File: config.mk
export PLATFORM = sky130hd
export DESIGN_NAME = router_sync
export DESIGN_NICKNAME = d
export VERILOG_FILES = /design/src/rtl/router_sync.sv
export SDC_FILE = /design/constraint.sdc
export NUM_CORES = 1
export LEC_CHECK = 0
export CORE_AREA = 2 2 39 41
export CTS_BUF_LIST = sky130_fd_sc_hd__clkbuf_8
export CTS_CLUSTER_SIZE = 16
export DETAILED_ROUTE_END_ITERATION = 6
export DIE_AREA = 0 0 41 43
export DONT_BUFFER_PORTS = 1
export PLACE_DENSITY = 0.3
export SLEW_MARGIN = 0
export SYNTH_ARGS = -nofsm -noshare
export SYNTH_HDL_FRONTEND = slang
export SYNTH_SLANG_ARGS = --single-unit
File: constraint.sdc
create_clock -name clk -period 0.8 [get_ports clk]
set_clock_uncertainty 0.05 [all_clocks]
set_input_delay 0.12 -clock clk [delete_from_list [all_inputs] [get_ports clk]]
set_output_delay 0.12 -clock clk [all_outputs]
set_load 0.01 [all_outputs]
File: src/rtl/router_sync.sv
// router_sync: header address latch, FIFO write steering, full-flag mux and per-port read timeouts.
// Build with ROUTER_SYNC_TIMEOUT_EN defined to include the soft-reset timeout counters.
module router_sync #(
  parameter int TIMEOUT = 30,
  parameter int CNT_W   = 5
) (
  input  logic       clk,
  input  logic       rst,
  input  logic       detect_addr,
  input  logic [1:0] din,
  input  logic       wr_en_req,
  input  logic       empty_0,
  input  logic       empty_1,
  input  logic       empty_2,
  input  logic       full_0,
  input  logic       full_1,
  input  logic       full_2,
  input  logic       read_enb_0,
  input  logic       read_enb_1,
  input  logic       read_enb_2,
  output logic [2:0] write_enb,
  output logic       fifo_full,
  output logic       vld_out_0,
  output logic       vld_out_1,
  output logic       vld_out_2,
  output logic       soft_rst_0,
  output logic       soft_rst_1,
  output logic       soft_rst_2
);

  logic [1:0] addr_q;
  logic [2:0] vld;
  logic [2:0] full;

  assign vld  = ~{empty_2, empty_1, empty_0};
  assign full = {full_2, full_1, full_0};

  assign vld_out_0 = vld[0];
  assign vld_out_1 = vld[1];
  assign vld_out_2 = vld[2];

  // Address 3 is the idle/invalid destination; soft resets leave it alone.
  always_ff @(posedge clk) begin
    if (!rst)
      addr_q <= 2'b11;
    else if (detect_addr)
      addr_q <= din;
  end

  always_comb begin
    write_enb = 3'b000;
    fifo_full = 1'b0;
    if (addr_q != 2'b11) begin
      fifo_full = full[addr_q];
      if (wr_en_req)
        write_enb = 3'b001 << addr_q;
    end
  end

`ifdef ROUTER_SYNC_TIMEOUT_EN
  localparam logic [CNT_W-1:0] CNT_LAST = CNT_W'(TIMEOUT - 1);

  logic [2:0]       rd;
  logic [CNT_W-1:0] cnt_p1 [3];
  logic [2:0]       soft_rst_p1;

  assign rd = {read_enb_2, read_enb_1, read_enb_0};

  // Stage p1: count consecutive valid-but-unread cycles, pulse and restart on the last one.
  always_ff @(posedge clk) begin
    for (int n = 0; n < 3; n++) begin
      if (!rst) begin
        cnt_p1[n]      <= '0;
        soft_rst_p1[n] <= 1'b0;
      end else if (vld[n] && !rd[n]) begin
        if (cnt_p1[n] == CNT_LAST) begin
          cnt_p1[n]      <= '0;
          soft_rst_p1[n] <= 1'b1;
        end else begin
          cnt_p1[n]      <= cnt_p1[n] + CNT_W'(1);
          soft_rst_p1[n] <= 1'b0;
        end
      end else begin
        cnt_p1[n]      <= '0;
        soft_rst_p1[n] <= 1'b0;
      end
    end
  end

  assign soft_rst_0 = soft_rst_p1[0];
  assign soft_rst_1 = soft_rst_p1[1];
  assign soft_rst_2 = soft_rst_p1[2];
`else
  localparam int unused_cfg = TIMEOUT + CNT_W;
  logic [2:0] unused_rd;

  assign unused_rd  = {read_enb_2, read_enb_1, read_enb_0};
  assign soft_rst_0 = 1'b0;
  assign soft_rst_1 = 1'b0;
  assign soft_rst_2 = 1'b0;
`endif

endmodule

# [Word-level counts from Yosys, hierarchy flattened]
# Cells that the tools add are included.
# W data, S select, Z words.
[totals] ff_bits=2 output_inout_bits=10 inputBits=15 word_cells=10
[classes] n_lt_le_gt_ge=1 mux=5 shift=1 bitwise=1 n_eq_ne=1
[op_table] operator="$mux W3" n=2
[op_table] operator="$lt A2 B3 Y1 const B" n=1
[op_table] operator="$not A3 Y3" n=1
[op_table] operator="$shl A1 B2 Y3 const A" n=1
[op_table] operator="$bmux W1 S2" n=1
[op_table] operator="$mux W1" n=2
[op_table] operator="$ne A2 B2 Y1 const B" n=1

# [Depth between registers and ports, before layout]
[logic_depth] depth_word=3 mapped_depth=2 ltp_nobuf=2

# [Least setup slack after synthesis]
# Ideal clock, no wire load.
[synth_path] path_type="reg2out" start="reg addr_q[1]" end="out fifo_full" t_required_ns=0.630 path_slack_ns=-0.027 stages_incl_launch_ff=3 n_path_buf=0 t_arrival_ns=0.657 path_cell_list="dfxtp_1 -> mux2i_1 -> o21ai_1"
[synth_between] elab_chain_cells=3 word_cells_on_any_way=4 cone_classes="eq/ne (1); mux (3)"
[synth_rtl] item="start, declared" line_no="31" rtl="logic [1:0] addr_q;"
[synth_rtl] item="start signal, assigned" line_no="47" rtl="addr_q <= din;"
[synth_rtl] item="$bmux W1 S2" line_no="54" rtl="fifo_full = full[addr_q];"
[synth_rtl] item="$mux W1 (not written as such)" line_no="54"
[synth_rtl] item="$mux W1 (*)" line_no="53" rtl="if (addr_q != 2'b11) begin"
[synth_rtl] item="end, declared" line_no="22" rtl="output logic fifo_full,"
# Mark *: on every way between the ends. The rest lies on a longest branch, timed or not. The select of a mux whose other input is x is not followed.

# [Worst setup path in the final report]
# Same ends and word-level chain as after synthesis.

==> impl_metrics.py <==
metrics = {
    "status": {
        "status": "finished with violations",
        "failed_checks": "negative hold slack, negative setup slack",
    },
    "route": {
        "drtAntennaViolNets": 0,
        "drt-vias-per-instance": 3.63,
        "drtIter0Drc": 0,
        "finalWirelength_um": 332,
        "wl_per_cell_um": 8.74,
        "drc": 0,
        "num_vias": 138,
        "drt_pass1_iterations": 1,
    },
    "clock_network": {
        "cts_tree": "done",
        "clk_latency_ns": 0.21,
        "path_clk_slew_ns": 0.03,
        "cts.path.max_buffers": 2,
        "root_buffer": "clkbuf_8",
        "htreeDepth": 1,
        "clock_sinks": 2,
        "cts_buffers": 3,
    },
    "power_and_ir_drop": {
        "pwr-share-seq_pct": 20.7,
        "switching_share_pct": 20.1,
        "p_sw_uw": 112,
        "internal-power_uw": 446,
        "power.leakage_uw": 0.000109,
        "powerDensity_nw_per_um2": 2410,
        "ir_drop_v": 0.000753,
        "power_frac_comb_pct": 9.0,
        "power.total_uw": 558,
        "clockPowerShare_pct": 70.3,
    },
    "cells_and_area": {
        "fin_area_um2": 231,
        "largest_reg_flops": 2,
        "largest_register": "addr_q",
        "utilization_pct": 16.7,
        "drive_gt1_share_pct": 45.5,
        "reg_top3": "addr_q (2)",
        "syn_to_final_growth_pct": 49.2,
        "nets": 39,
        "fillers": 157,
        "n_antenna_cell": 0,
    },
    "global_routing": {
        "grt_max_degree": 7,
        "grt.total_usage_pct": 4.71,
        "antenna_found_initial": 0,
        "grt_pass1_wl_um": 469,
        "overflow": 0,
        "grt_pass1_vias": 140,
    },
    "critical_path": {
        "cp.required_ns": 0.63,
        "cp-startpoint": "addr_q[1]",
        "slowest_stage": "dfxtp_4",
        "critical_path.max_fanout": 6,
        "path_depth": 2,
        "path_buf_inv": 0,
        "start_kind": "flip-flop",
        "r2r_start": "addr_q[1]",
        "reg2reg_depth": 2,
        "cp-end-kind": "output pin",
        "cp_cell_sequence": "mux2i_2 > o21ai_2",
        "worstSetupPathType": "flip-flop to output pin",
        "max_stage_delay_ns": 0.37,
        "worstPathArrival_ns": 0.90,
        "path_delay_family": "flip-flops",
    },
    "die": {
        "rows": 14,
        "die-height_um": 43,
        "die-area_um2": 1760,
        "io_pins": 25,
        "start_util_pct": 11.2,
        "core_area_um2": 1380,
        "die_w_um": 41,
    },
    "sta": {
        "period_needed_ns": 1.07,
        "fin_crit_sh_pct": 134,
        "finalSetupTns_ns": -0.830,
        "slew_viol_final": 0,
        "holdWs_ns": -0.00543,
        "final_hold_viol_count": 2,
        "max_freq_ghz": 0.935,
        "setup_viol": 4,
        "setup_slack_ns": -0.269,
        "rsz0062_at_grt": "yes",
    },
    "synth": {
        "syn_area_um2": 155,
        "async_flop_share_pct": 0,
        "synth_edf_count": 0,
        "yosysUniqueCellTypes": 10,
        "ys.flop_type": "dfxtp_1",
        "yosysWarningCount": 0,
        "synthCells": 19,
        "ys_top_cells_by_area": "dfxtp_1 26%, mux2i_1 19%, buf_4 15%",
        "syn_avg_cell_area_um2": 8.17,
        "ys_seq_elements": 2,
        "yosysTopAreaCell": "dfxtp_1",
        "yosysTopAreaCellShare_pct": 25.8,
        "ys_seq_area_share_pct": 25.8,
        "synthTopCellsByCount": "3 x buf_4, 3 x inv_1, 3 x mux2i_1",
    },
    "placement": {
        "hpwl_um": 239,
        "gp_congestion": 0.579,
        "pre_cts_ws_ns": -0.0739,
        "portBuffers": 0,
        "placed_area_um2": 166,
    },
    "flow_run": {
        "maxCapViolations": 0,
    },
    "worst_hold_path": {
        "min_delay_path_depth": 2,
        "hp-class": "input port to flip-flop",
        "min_from": "din[1]",
    },
}
-- worst register-to-register path, stage by stage, from the launching register on --
cell and delay, ns:
dfxtp_4 0.35, mux2i_1 0.12, nand2_1 0.06
-- cells in the final DEF (no fill, tap or decap) --
master	instances
inv_1	3
conb_1	3
clkbuf_8	3
and3b_2	2
mux2i_1	2
nand2_1	2
dfxtp_4	2
nor3b_2	1
mux2i_2	1
nand3b_1	1
o21ai_2	1
dlygate4sd3_1	1
-- logic make-up (layout without fill, tap and decap cells) --
logic type	after synthesis	count (layout)	share of synthesized area, %
AO/OA/AOI/OAI	1	1	3.22
other	1	3	2.42
AND/OR/NAND/NOR	6	6	27.4
multiplexers	3	3	19.4
buffers and inverters	6	7	21.8
flip-flops	2	2	25.8
-- final timing paths --
kind / endpoint / slack [ns]
worst max-delay path: fifo_full / -0.27
worst min-delay path: addr_q[1] / -0.005
worst max register to register: addr_q[1] / 0.10
worst min register to register: addr_q[0] / 0.47
-- per-layer routing --
layer	wire length, um	part of all wire [%]	track usage [%]
met5	0	0	0
met4	0	0	8.00
met3	50	15	2.09
met2	155	47	6.25
met1	126	38	3.51
-- power by group through the flow --
stage	sequential, uW	clock, uW	combinational, uW
after floorplan	116	0	50.0
after global placement	118	0	41.6
after detailed placement	119	0	41.8
after CTS	116	409	47.9
after global routing	119	412	56.7
final	116	392	50.2
-- metrics by stage --
| step | hold slack (ns) | cells |
|---|---|---|
| finish | -0.00543 | 38 |
| global route | 0.00807 | 38 |
| CTS | -0.0105 | 38 |
| detailed placement | 0.140 | 34 |
| global placement | 0.136 | 34 |
| floorplan | 0.132 | 21 |
-- timing repair --
action / CTS / global route
buffers inserted: 0 / 0
setup endpoints to repair: 4 / 4
resized for setup: 4 / 1
hold endpoints to repair: 2 / 0
hold buffers: 1 / 0
-- area by class of cell --
type	instances	area, um^2	share of cell area (%)
clock buffer	3	41.3	17.8
inverter	3	11.3	4.86
multi-input combinational	13	101	43.8
sequential	2	47.5	20.5
tap	16	20.0	8.65
timing repair buffer	1	10.0	4.32
No activity file was read; power rests on OpenSTA's default activity.
